[src/rtl/fp_mul_pipe_pkg.sv]
// Shared FP definitions: rounding modes, exception flags, operand classes and
// format constants usable by any FP unit regardless of EXP_W/MAN_W.
package fp_pkg;

  typedef enum logic [1:0] {
    RM_UP   = 2'b00,
    RM_DOWN = 2'b01,
    RM_RNE  = 2'b10,
    RM_RNA  = 2'b11
  } round_mode_e;

  typedef struct packed {
    logic overflow;
    logic underflow;
    logic inexact;
    logic invalid;
  } fp_flags_t;

  typedef enum logic [1:0] {
    CLS_ZERO,
    CLS_INF,
    CLS_NAN,
    CLS_NORM
  } fp_class_e;

  localparam int MAX_W = 64;

  function automatic int fp_bias(input int expW);
    return (1 << (expW - 1)) - 1;
  endfunction

  // Subnormals share exp==0 with zero and are deliberately flushed.
  function automatic fp_class_e fp_classify(input logic expZero, input logic expOnes,
                                            input logic fracZero);
    if (expZero) return CLS_ZERO;
    if (expOnes) return fracZero ? CLS_INF : CLS_NAN;
    return CLS_NORM;
  endfunction

  function automatic logic [MAX_W-1:0] fp_qnan(input int expW, input int manW);
    logic [MAX_W-1:0] w;
    w = '0;
    for (int i = 0; i < expW; i++) w[manW+i] = 1'b1;
    w[manW-1] = 1'b1;
    return w;
  endfunction

  function automatic logic [MAX_W-1:0] fp_max_finite(input int expW, input int manW);
    logic [MAX_W-1:0] w;
    w = '0;
    for (int i = 0; i < expW + manW; i++) w[i] = (i != manW);
    return w;
  endfunction

endpackage

[src/rtl/fp_mul_pipe_if.sv]
// Handshake and data bundle for the FP multiplier: operand side and result side.
interface fp_mul_pipe_if #(
  parameter int EXP_W = 8,
  parameter int MAN_W = 23
);
  localparam int W = 1 + EXP_W + MAN_W;

  logic         in_valid;
  logic         in_ready;
  logic [W-1:0] a;
  logic [W-1:0] b;
  logic [1:0]   round_mode;
  logic         out_valid;
  logic         out_ready;
  logic [W-1:0] result;
  logic         overflow;
  logic         underflow;
  logic         inexact;
  logic         invalid;
  logic         error;

  modport slave (
    input  in_valid, a, b, round_mode, out_ready,
    output in_ready, out_valid, result, overflow, underflow, inexact, invalid, error
  );

  modport master (
    output in_valid, a, b, round_mode, out_ready,
    input  in_ready, out_valid, result, overflow, underflow, inexact, invalid, error
  );
endinterface

[src/rtl/fp_mul_pipe_round_pack.sv]
// Normalise a [1,4) significand product, round with G/R/S in the requested mode,
// and pack with overflow/underflow saturation. Purely combinational.
module fp_round_pack
  import fp_pkg::*;
#(
  parameter int EXP_W = 8,
  parameter int MAN_W = 23
) (
  input  logic                     sign_i,
  input  logic signed [EXP_W+1:0]  exp_i,
  input  logic [2*MAN_W+1:0]       prod_i,
  input  round_mode_e              mode_i,
  output logic [EXP_W+MAN_W:0]     result_o,
  output fp_flags_t                flags_o
);
  localparam int MW1 = MAN_W + 1;
  localparam int PW  = 2 * MW1;
  localparam int EW2 = EXP_W + 2;
  localparam int WM  = EXP_W + MAN_W;
  localparam logic signed [EW2-1:0] EXP_MAX = EW2'((1 << EXP_W) - 1);
  localparam logic signed [EW2-1:0] EXP_ONE = EW2'(1);
  localparam logic [WM-1:0] MAXF = WM'(fp_max_finite(EXP_W, MAN_W));

  logic                  msb;
  logic [PW-1:0]         normP;
  logic [MAN_W:0]        mant;
  logic                  g, r, s, inc, carry, toInf;
  logic [MAN_W+1:0]      mantR;
  logic [MAN_W-1:0]      frac;
  logic signed [EW2-1:0] expR;

  always_comb begin
    msb   = prod_i[PW-1];
    normP = msb ? prod_i : (prod_i << 1);
    mant  = normP[PW-1 -: MW1];
    g     = normP[PW-MW1-1];
    r     = normP[PW-MW1-2];
    s     = |normP[PW-MW1-3:0];
    inc   = 1'b0;
    case (mode_i)
      RM_RNE:  inc = g & (r | s | mant[0]);
      RM_RNA:  inc = g;
      RM_UP:   inc = ~sign_i & (g | r | s);
      default: inc = sign_i & (g | r | s);
    endcase
    // A carry out of the significand leaves 1.000..0, so the fraction is all zeros.
    mantR = {1'b0, mant} + (MAN_W+2)'(inc);
    carry = mantR[MAN_W+1];
    frac  = carry ? mantR[MAN_W:1] : mantR[MAN_W-1:0];
    expR  = exp_i + EW2'(msb) + EW2'(carry);
    toInf = (mode_i == RM_RNE) || (mode_i == RM_RNA) ||
            (mode_i == RM_UP && !sign_i) || (mode_i == RM_DOWN && sign_i);

    flags_o         = '0;
    flags_o.inexact = g | r | s;
    result_o        = {sign_i, EXP_W'(expR), frac};
    if (expR >= EXP_MAX) begin
      flags_o.overflow = 1'b1;
      flags_o.inexact  = 1'b1;
      result_o = toInf ? {sign_i, {EXP_W{1'b1}}, {MAN_W{1'b0}}} : {sign_i, MAXF};
    end else if (expR < EXP_ONE) begin
      flags_o.underflow = 1'b1;
      flags_o.inexact   = 1'b1;
      result_o = {sign_i, {WM{1'b0}}};
    end
  end
endmodule

[src/rtl/fp_mul_pipe.sv]
// Three-stage IEEE-754 multiplier: S1 classify/exponent, S2 significand multiply,
// S3 round/pack. One global advance signal stalls every stage together.
module fp_mul_pipe
  import fp_pkg::*;
#(
  parameter int EXP_W = 8,
  parameter int MAN_W = 23
) (
  input  logic          clk,
  input  logic          rst_n,
  fp_mul_pipe_if.slave  bus
);
  localparam int W   = 1 + EXP_W + MAN_W;
  localparam int EW2 = EXP_W + 2;
  localparam int MW1 = MAN_W + 1;
  localparam int PW  = 2 * MW1;
  localparam logic [W-1:0] QNAN = W'(fp_qnan(EXP_W, MAN_W));
  localparam logic signed [EW2-1:0] BIAS = EW2'(fp_bias(EXP_W));

  logic                  adv;
  logic                  signA, signB;
  logic [EXP_W-1:0]      expA, expB;
  logic [MAN_W-1:0]      fracA, fracB;
  fp_class_e             clsA, clsB;

  logic                  special1_d, specInv1_d, sign1_d;
  logic [W-1:0]          specRes1_d;
  logic signed [EW2-1:0] exp1_d;

  logic                  valid1_q, sign1_q, special1_q, specInv1_q;
  logic [W-1:0]          specRes1_q;
  logic signed [EW2-1:0] exp1_q;
  logic [MAN_W:0]        mA1_q, mB1_q;
  round_mode_e           mode1_q;

  logic                  valid2_q, sign2_q, special2_q, specInv2_q;
  logic [W-1:0]          specRes2_q;
  logic signed [EW2-1:0] exp2_q;
  logic [PW-1:0]         prod2_q;
  round_mode_e           mode2_q;

  logic [W-1:0]          rpResult, result_d, result_q;
  fp_flags_t             rpFlags, flags_d, flags_q;
  logic                  outValid_q;

  assign adv          = ~outValid_q | bus.out_ready;
  assign bus.in_ready = adv;

  assign {signA, expA, fracA} = bus.a;
  assign {signB, expB, fracB} = bus.b;
  assign clsA = fp_classify(expA == '0, &expA, fracA == '0);
  assign clsB = fp_classify(expB == '0, &expB, fracB == '0);

  // Special operands resolve entirely in S1; the finite path is ignored downstream.
  always_comb begin
    sign1_d    = signA ^ signB;
    special1_d = 1'b1;
    specInv1_d = 1'b0;
    specRes1_d = QNAN;
    exp1_d     = $signed({2'b00, expA}) + $signed({2'b00, expB}) - BIAS;
    if (clsA == CLS_NAN || clsB == CLS_NAN) begin
      specInv1_d = (clsA == CLS_NAN && !fracA[MAN_W-1]) || (clsB == CLS_NAN && !fracB[MAN_W-1]);
    end else if ((clsA == CLS_INF && clsB == CLS_ZERO) || (clsA == CLS_ZERO && clsB == CLS_INF)) begin
      specInv1_d = 1'b1;
    end else if (clsA == CLS_INF || clsB == CLS_INF) begin
      specRes1_d = {sign1_d, {EXP_W{1'b1}}, {MAN_W{1'b0}}};
    end else if (clsA == CLS_ZERO || clsB == CLS_ZERO) begin
      specRes1_d = {sign1_d, {(W-1){1'b0}}};
    end else begin
      special1_d = 1'b0;
    end
  end

  fp_round_pack #(.EXP_W(EXP_W), .MAN_W(MAN_W)) u_round_pack (
    .sign_i   (sign2_q),
    .exp_i    (exp2_q),
    .prod_i   (prod2_q),
    .mode_i   (mode2_q),
    .result_o (rpResult),
    .flags_o  (rpFlags)
  );

  always_comb begin
    result_d = '0;
    flags_d  = '0;
    if (valid2_q) begin
      if (special2_q) begin
        result_d        = specRes2_q;
        flags_d.invalid = specInv2_q;
      end else begin
        result_d = rpResult;
        flags_d  = rpFlags;
      end
    end
  end

  always_ff @(posedge clk) begin
    if (!rst_n) begin
      valid1_q   <= 1'b0;
      valid2_q   <= 1'b0;
      outValid_q <= 1'b0;
      result_q   <= '0;
      flags_q    <= '0;
    end else if (adv) begin
      valid1_q   <= bus.in_valid;
      valid2_q   <= valid1_q;
      outValid_q <= valid2_q;
      result_q   <= result_d;
      flags_q    <= flags_d;
    end
  end

  // Payload registers carry no reset; their valid bits qualify them.
  always_ff @(posedge clk) begin
    if (adv) begin
      sign1_q    <= sign1_d;
      special1_q <= special1_d;
      specInv1_q <= specInv1_d;
      specRes1_q <= specRes1_d;
      exp1_q     <= exp1_d;
      mA1_q      <= {1'b1, fracA};
      mB1_q      <= {1'b1, fracB};
      mode1_q    <= round_mode_e'(bus.round_mode);
      sign2_q    <= sign1_q;
      special2_q <= special1_q;
      specInv2_q <= specInv1_q;
      specRes2_q <= specRes1_q;
      exp2_q     <= exp1_q;
      prod2_q    <= PW'(mA1_q) * PW'(mB1_q);
      mode2_q    <= mode1_q;
    end
  end

  assign bus.out_valid = outValid_q;
  assign bus.result    = result_q;
  assign bus.overflow  = flags_q.overflow;
  assign bus.underflow = flags_q.underflow;
  assign bus.inexact   = flags_q.inexact;
  assign bus.invalid   = flags_q.invalid;
  assign bus.error     = flags_q.overflow | flags_q.invalid;
endmodule

[src/flat_wrapper.sv]
// flat-port wrapper written by rule: the top's interface ports become plain ports
module fp_mul_pipe_flat import fp_pkg::*;
#(
  parameter int EXP_W = 8,
  parameter int MAN_W = 23
)
  (clk, rst_n, bus_in_valid, bus_a, bus_b, bus_round_mode, bus_out_ready, bus_in_ready, bus_out_valid, bus_result, bus_overflow, bus_underflow, bus_inexact, bus_invalid, bus_error);
  fp_mul_pipe_if #(.EXP_W(EXP_W), .MAN_W(MAN_W)) bus_i ();
  input  logic clk;
  input  logic rst_n;
  input wire logic [$bits(bus_i.in_valid)-1:0] bus_in_valid;
  input wire logic [$bits(bus_i.a)-1:0] bus_a;
  input wire logic [$bits(bus_i.b)-1:0] bus_b;
  input wire logic [$bits(bus_i.round_mode)-1:0] bus_round_mode;
  input wire logic [$bits(bus_i.out_ready)-1:0] bus_out_ready;
  output wire logic [$bits(bus_i.in_ready)-1:0] bus_in_ready;
  output wire logic [$bits(bus_i.out_valid)-1:0] bus_out_valid;
  output wire logic [$bits(bus_i.result)-1:0] bus_result;
  output wire logic [$bits(bus_i.overflow)-1:0] bus_overflow;
  output wire logic [$bits(bus_i.underflow)-1:0] bus_underflow;
  output wire logic [$bits(bus_i.inexact)-1:0] bus_inexact;
  output wire logic [$bits(bus_i.invalid)-1:0] bus_invalid;
  output wire logic [$bits(bus_i.error)-1:0] bus_error;
  assign bus_i.in_valid = bus_in_valid;
  assign bus_i.a = bus_a;
  assign bus_i.b = bus_b;
  assign bus_i.round_mode = bus_round_mode;
  assign bus_i.out_ready = bus_out_ready;
  assign bus_in_ready = bus_i.in_ready;
  assign bus_out_valid = bus_i.out_valid;
  assign bus_result = bus_i.result;
  assign bus_overflow = bus_i.overflow;
  assign bus_underflow = bus_i.underflow;
  assign bus_inexact = bus_i.inexact;
  assign bus_invalid = bus_i.invalid;
  assign bus_error = bus_i.error;
  fp_mul_pipe #(.EXP_W(EXP_W), .MAN_W(MAN_W)) u_core (.clk(clk), .rst_n(rst_n), .bus(bus_i));
endmodule
[config.mk]
export PLATFORM = sky130hd
export DESIGN_NAME = fp_mul_pipe_flat
export DESIGN_NICKNAME = d
export VERILOG_FILES = /design/src/rtl/fp_mul_pipe_pkg.sv /design/src/rtl/fp_mul_pipe_if.sv /design/src/rtl/fp_mul_pipe_round_pack.sv /design/src/rtl/fp_mul_pipe.sv /design/src/flat_wrapper.sv
export SDC_FILE = /design/constraint.sdc
export NUM_CORES = 2
export LEC_CHECK = 0
export BUFFER_PORTS_ARGS = -buffer_cell sky130_fd_sc_hd__buf_2
export CAP_MARGIN = 20
export CORE_ASPECT_RATIO = 1.4
export CORE_UTILIZATION = 45
export DETAILED_ROUTE_END_ITERATION = 8
export SYNTH_ARGS = -nofsm -noshare
export SYNTH_HDL_FRONTEND = slang
export SYNTH_SLANG_ARGS = --single-unit
[constraint.sdc]
create_clock -name clk -period 6.5 [get_ports clk]
set_input_delay 0.65 -clock clk [delete_from_list [all_inputs] [get_ports clk]]
set_output_delay 0.65 -clock clk [all_outputs]
set_load 0.01 [all_outputs]
; Word-level counts from Yosys, hierarchy flattened
; Cells that the tools add are included.
[classes]
n_eq_ne = 7
multipliers = 1
reduce_logical = 29
n_mux = 36
n_addsub = 5
n_lt_le_gt_ge = 2
bitwise = 12
[op_table]
columns = operator, n
row1 = $mux 32, 4
row2 = $mux 31, 2
row3 = $mul 24x24->48, 1
row4 = $mux 48, 1
row5 = $logic_not 23->1, 2
row6 = $add 24x1->25, 1
row7 = $mux 24, 1
row8 = $mux 23, 1
row9 = $mux 2, 11
row10 = $reduce_or 22->1, 1
row11 = $add 10x1->10, 2
row12 = $logic_not 8->1, 2
row13 = $reduce_and 8->1, 2
row14 = $mux 1, 13
row15 = $ge 10x9->1 const B, 1
row16 = $lt 10x2->1 const B, 1
row17 = $sub 10x8->10 const B, 1
row18 = $add 8x8->9, 1
row19 = $eq 2x2->1 const B, 4
row20 = $logic_or 1x1->1, 8
row21 = $eq 2x1->1 const B, 3
row22 = $logic_and 1x1->1, 6
row23 = $logic_not 2->1, 3
row24 = $or 1x1->1, 6
row25 = other kinds (9), 14
[word_totals]
out_inout_bits = 39
wordCells = 116
inputBits = 70
regBits = 227

; Depth between registers and ports, before layout
[depth]
word_depth = 13
ltp_mapped = 32
mapped_depth_nobuf = 25

; Hierarchy
; From an unflattened synthesis, not the netlist that was laid out.
[hier_totals]
hier_cells = 2767
hier_area_um2 = 26512.9
[by_module_without_submodules]
columns = mod, cells_each, seq_area_each_um2, area_each_um2, instances
row1 = fp_mul_pipe, 2500, 4684.5, 24662.4, 1
row2 = fp_round_pack, 267, 0.0, 1850.5, 1

; Least setup slack after synthesis
; No wires, ideal clock.
[synth_path]
path_type = reg2reg
start = register u_core.mB1_q[12]
end = register u_core.prod2_q[46], data pin
setup_ps = 258
slack_ps = -470
stages_incl_launch_ff = 26
n_path_buf = 3
t_arrival_ps = 6712
synth_period_minus_slack_ps = 6970
cell_sequence = edfxtp_1 > clkbuf_1 > clkbuf_1 > nand2_1 > fa_1 > inv_1 > fa_1 > inv_1 > fa_1 > inv_1 > fa_1 > fa_1 > fa_1 > inv_1 > fa_1 > inv_1 > ha_1 > clkbuf_1 > nand3_1 > or2_2 > or4_1 > a21oi_1 > o211ai_1 > a21boi_1 > a31oi_1 > xnor2_1
[synth_via]
elab_chain_cells = 1
[synth_lines]
columns = item, line_no
row1 = "start, declared", fp_mul_pipe.sv:33  ; logic [MAN_W:0] mA1_q, mB1_q;
row2 = "start signal, assigned", fp_mul_pipe.sv:122  ; mB1_q <= {1'b1, fracB};
row3 = $mul 24x24->48, fp_mul_pipe.sv:129  ; prod2_q <= PW'(mA1_q) * PW'(mB1_q);
row4 = "end signal, assigned", fp_mul_pipe.sv:129
row5 = "end, declared", fp_mul_pipe.sv:39  ; logic [PW-1:0] prod2_q;
; Every way passes these cells.
; A chain may end at the register's enable or synchronous reset.

; Final worst setup path
[layout_path]
start = register u_core.mB1_q[6]
end = register u_core.prod2_q[44], data pin
; The elaborated chain is that of the path after synthesis.

==> flow_summary.json <==
{
  "wire_per_inst_um": 19.4,
  "tightestPinTransition_ns": 0.946,
  "hold_violations": 0,
  "crit_fanout": 5,
  "synth-seq-cells": 169,
  "final_nets": 3785,
  "clockRootBuffer": "clkbuf_16",
  "drc_errors": 0,
  "synth_top_area_share_pct": 36.8,
  "io_pins": 109,
  "wirelength_um": 73700,
  "synth_cells": 2741,
  "drt_pass1_iterations": 5,
  "end_kind": "flip-flop",
  "area_delta_synth_final_pct": 19.0,
  "cts.reportedPaths.clkPinSlew_ns": 0.09,
  "track_usage_pct": 26.3,
  "antenna_found_initial": 0,
  "grt_max_degree": 76,
  "ys_types": 75,
  "io_buffers": 108,
  "first_global_vias": 21300,
  "vias": 19500,
  "netlist_top_cells_count": "inv_1, fa_1, nand2_1",
  "drt-initial-drc-count": 1053,
  "core_area_um2": 57500,
  "ys.flop_type": "edfxtp_1",
  "yosysWarnings": 0,
  "status": "complete, but fails checks",
  "gp_congestion": 0.913,
  "async_flop_share_pct": 0,
  "clk_latency_ns": 0.50,
  "crit_arrival_ns": 7.08,
  "worst_slack_ns": -0.354,
  "yosysTopAreaCell": "fa_1",
  "startpoint": "u_core.mB1_q[6]",
  "viasPerCell": 5.15,
  "cts.htree.levels": 4,
  "dieArea_um2": 59300,
  "clock-skew-final_ns": 0.0236,
  "synthesis.area_um2": 26300,
  "violations": "negative setup slack",
  "num-fill-cells": 5211,
  "slew_violations": 0,
  "cts_made_buffers": 17,
  "max_freq_ghz": 0.146,
  "clock-sinks": 169,
  "grt_pass1_wl_um": 116000,
  "synth_edf_count": 130,
  "slew-limit-headroom_pct": 36.3,
  "clockBufferDepth": 2,
  "required_ns": 6.73,
  "rows": 104,
  "die_x_um": 206,
  "setup_viol": 26,
  "holdWs_ns": 0.335,
  "path_class": "reg2reg",
  "start_util_pct": 45.6,
  "syn-num-nets": 3482,
  "drv_cap": 0,
  "die_h_um": 288,
  "ys_seq_area_share_pct": 17.8,
  "yosysMostFrequentCell": "inv_1",
  "timing.final.crit_share_pct": 105,
  "avgSynthCellArea_um2": 9.58,
  "ant_nets": 0,
  "min_from": "bus_a[18]",
  "drive_above_1_share_pct": 20.0,
  "cts_tree": "built",
  "hold_path.class": "in2reg",
  "min_period_ns": 6.85,
  "rsz0062_at_grt": "yes",
  "ys_top_cells_by_area": "fa_1, edfxtp_1, ha_1, inv_1, and2_1",
  "hpwl_um": 62200,
  "globalRouteOverflowTotal": 0,
  "cp-start-kind": "flip-flop",
  "n_antenna_cell": 0,
  "reg2reg_from": "u_core.mB1_q[6]"
}
## critical path, cell delays in order (launching register included)
cell and delay [ns]:
edfxtp_1 0.40, buf_6 0.16, buf_16 0.14, buf_4 0.15
and2_1 0.16, fa_1 0.46, fa_1 0.52, inv_2 0.04
fa_1 0.48, fa_2 0.53, inv_1 0.05, fa_1 0.49
fa_1 0.54, inv_2 0.05, fa_1 0.53, inv_2 0.05
ha_4 0.28, nand2_4 0.06, nor2_4 0.12, nand2_2 0.08
or4_4 0.53, a21oi_4 0.15, o211ai_1 0.12, a21boi_2 0.22
o21a_1 0.18, o311ai_2 0.08
## final cells by class
class	instances	area [um2]	share of cell area (%)
clock inverters	15	216	0.693
inverters	608	2300	7.35
well taps	742	928	2.97
repair buffers	403	3250	10.4
clock buffers	17	425	1.36
multi-input cells	1845	19400	62.2
flip-flops and latches	169	4680	15.0
## cell usage in the layout, fill, tap and decap left out, types with 6 or more instances in the layout
cell type	n
inv_1	578
fa_1	457
nand2_1	330
buf_4	242
and2_1	241
ha_1	170
edfxtp_1	130
buf_2	108
nor2_1	83
a21oi_1	57
xnor2_1	52
dfxtp_1	39
xor2_1	36
nand3_1	34
buf_12	32
o21ai_0	26
fa_2	26
a21o_1	24
o21bai_1	24
inv_2	23
nor4_1	20
a21oi_2	20
buf_6	19
ha_4	17
clkbuf_16	17
nand4_1	16
mux2i_1	14
o21ai_1	12
nor3_1	11
a22o_1	10
and2_4	9
a31oi_1	9
nor2b_1	7
o21a_1	7
and3_1	7
o211ai_1	6
clkinv_8	6
## sequential cells by signal (all words and copies together), names as in the netlist, 3 cells and up
signal	flops
u_core.prod2_q	48
u_core.bus.result	32
u_core.mA1_q	23
u_core.mB1_q	23
u_core.exp1_q	10
u_core.exp2_q	10
u_core.specRes1_q	3
u_core.specRes2_q	3
## final timing paths
| path | to | slack, ns | cells past startpoint |
|---|---|---|---|
| min reg2reg | u_core.specRes2_q[30] | 0.41 | 0 |
| max reg2reg | u_core.prod2_q[44] | -0.35 | 25 |
| min | u_core.mA1_q[18] | 0.34 | 1 |
| max | u_core.prod2_q[44] | -0.35 | 25 |
## timing repair
action | in CTS | in global routing
buffers inserted | 21 | 17
resized for setup | 87 | 67
pin swaps | 48 | 56
gates cloned | 1 | 0
endpoints found under the setup margin | 27 | 29
hold buffers | 0 | 0
hold endpoints to repair | 0 | 0
## cells by family after synthesis
kind of cell	count (synthesis)	synth area share [%]
AO/OA/AOI/OAI	260	6.91
AND/OR/NAND/NOR	807	15.1
multiplexers	16	0.620
buffers and inverters	727	10.6
flip-flops	169	17.8
XOR/XNOR	91	3.11
adder cells (fa/ha/maj)	671	45.8
## per-stage QoR
step                utilization, %  instance area, um2  setup slack (ns)  instances  TNS, ns
finish                        54.3               31300            -0.354       3799    -4.88
floorplan                        -               26500            -0.117       2741   -0.406
CTS                           53.6               30800            -0.357       3782    -4.94
global placement              51.5               29600            -0.484       3728    -6.46
detailed placement            51.5               29600            -0.547       3728    -7.90
global route                  54.3               31300            -0.553       3799   -10.67
## layer usage
layer / wire (um) / vias to the layer above / global-route usage (%)
met2: 39300 / 487 / 48.0
li1: - / 8998 / -
met5: 0 / - / 0
met1: 27700 / 9897 / 29.5
met3: 2630 / 167 / 3.59
met4: 4010 / 0 / 13.3
Power is left out: the tool's default activity adds up to more than one toggle a clock period on the data nets, which glitch-free logic cannot reach.
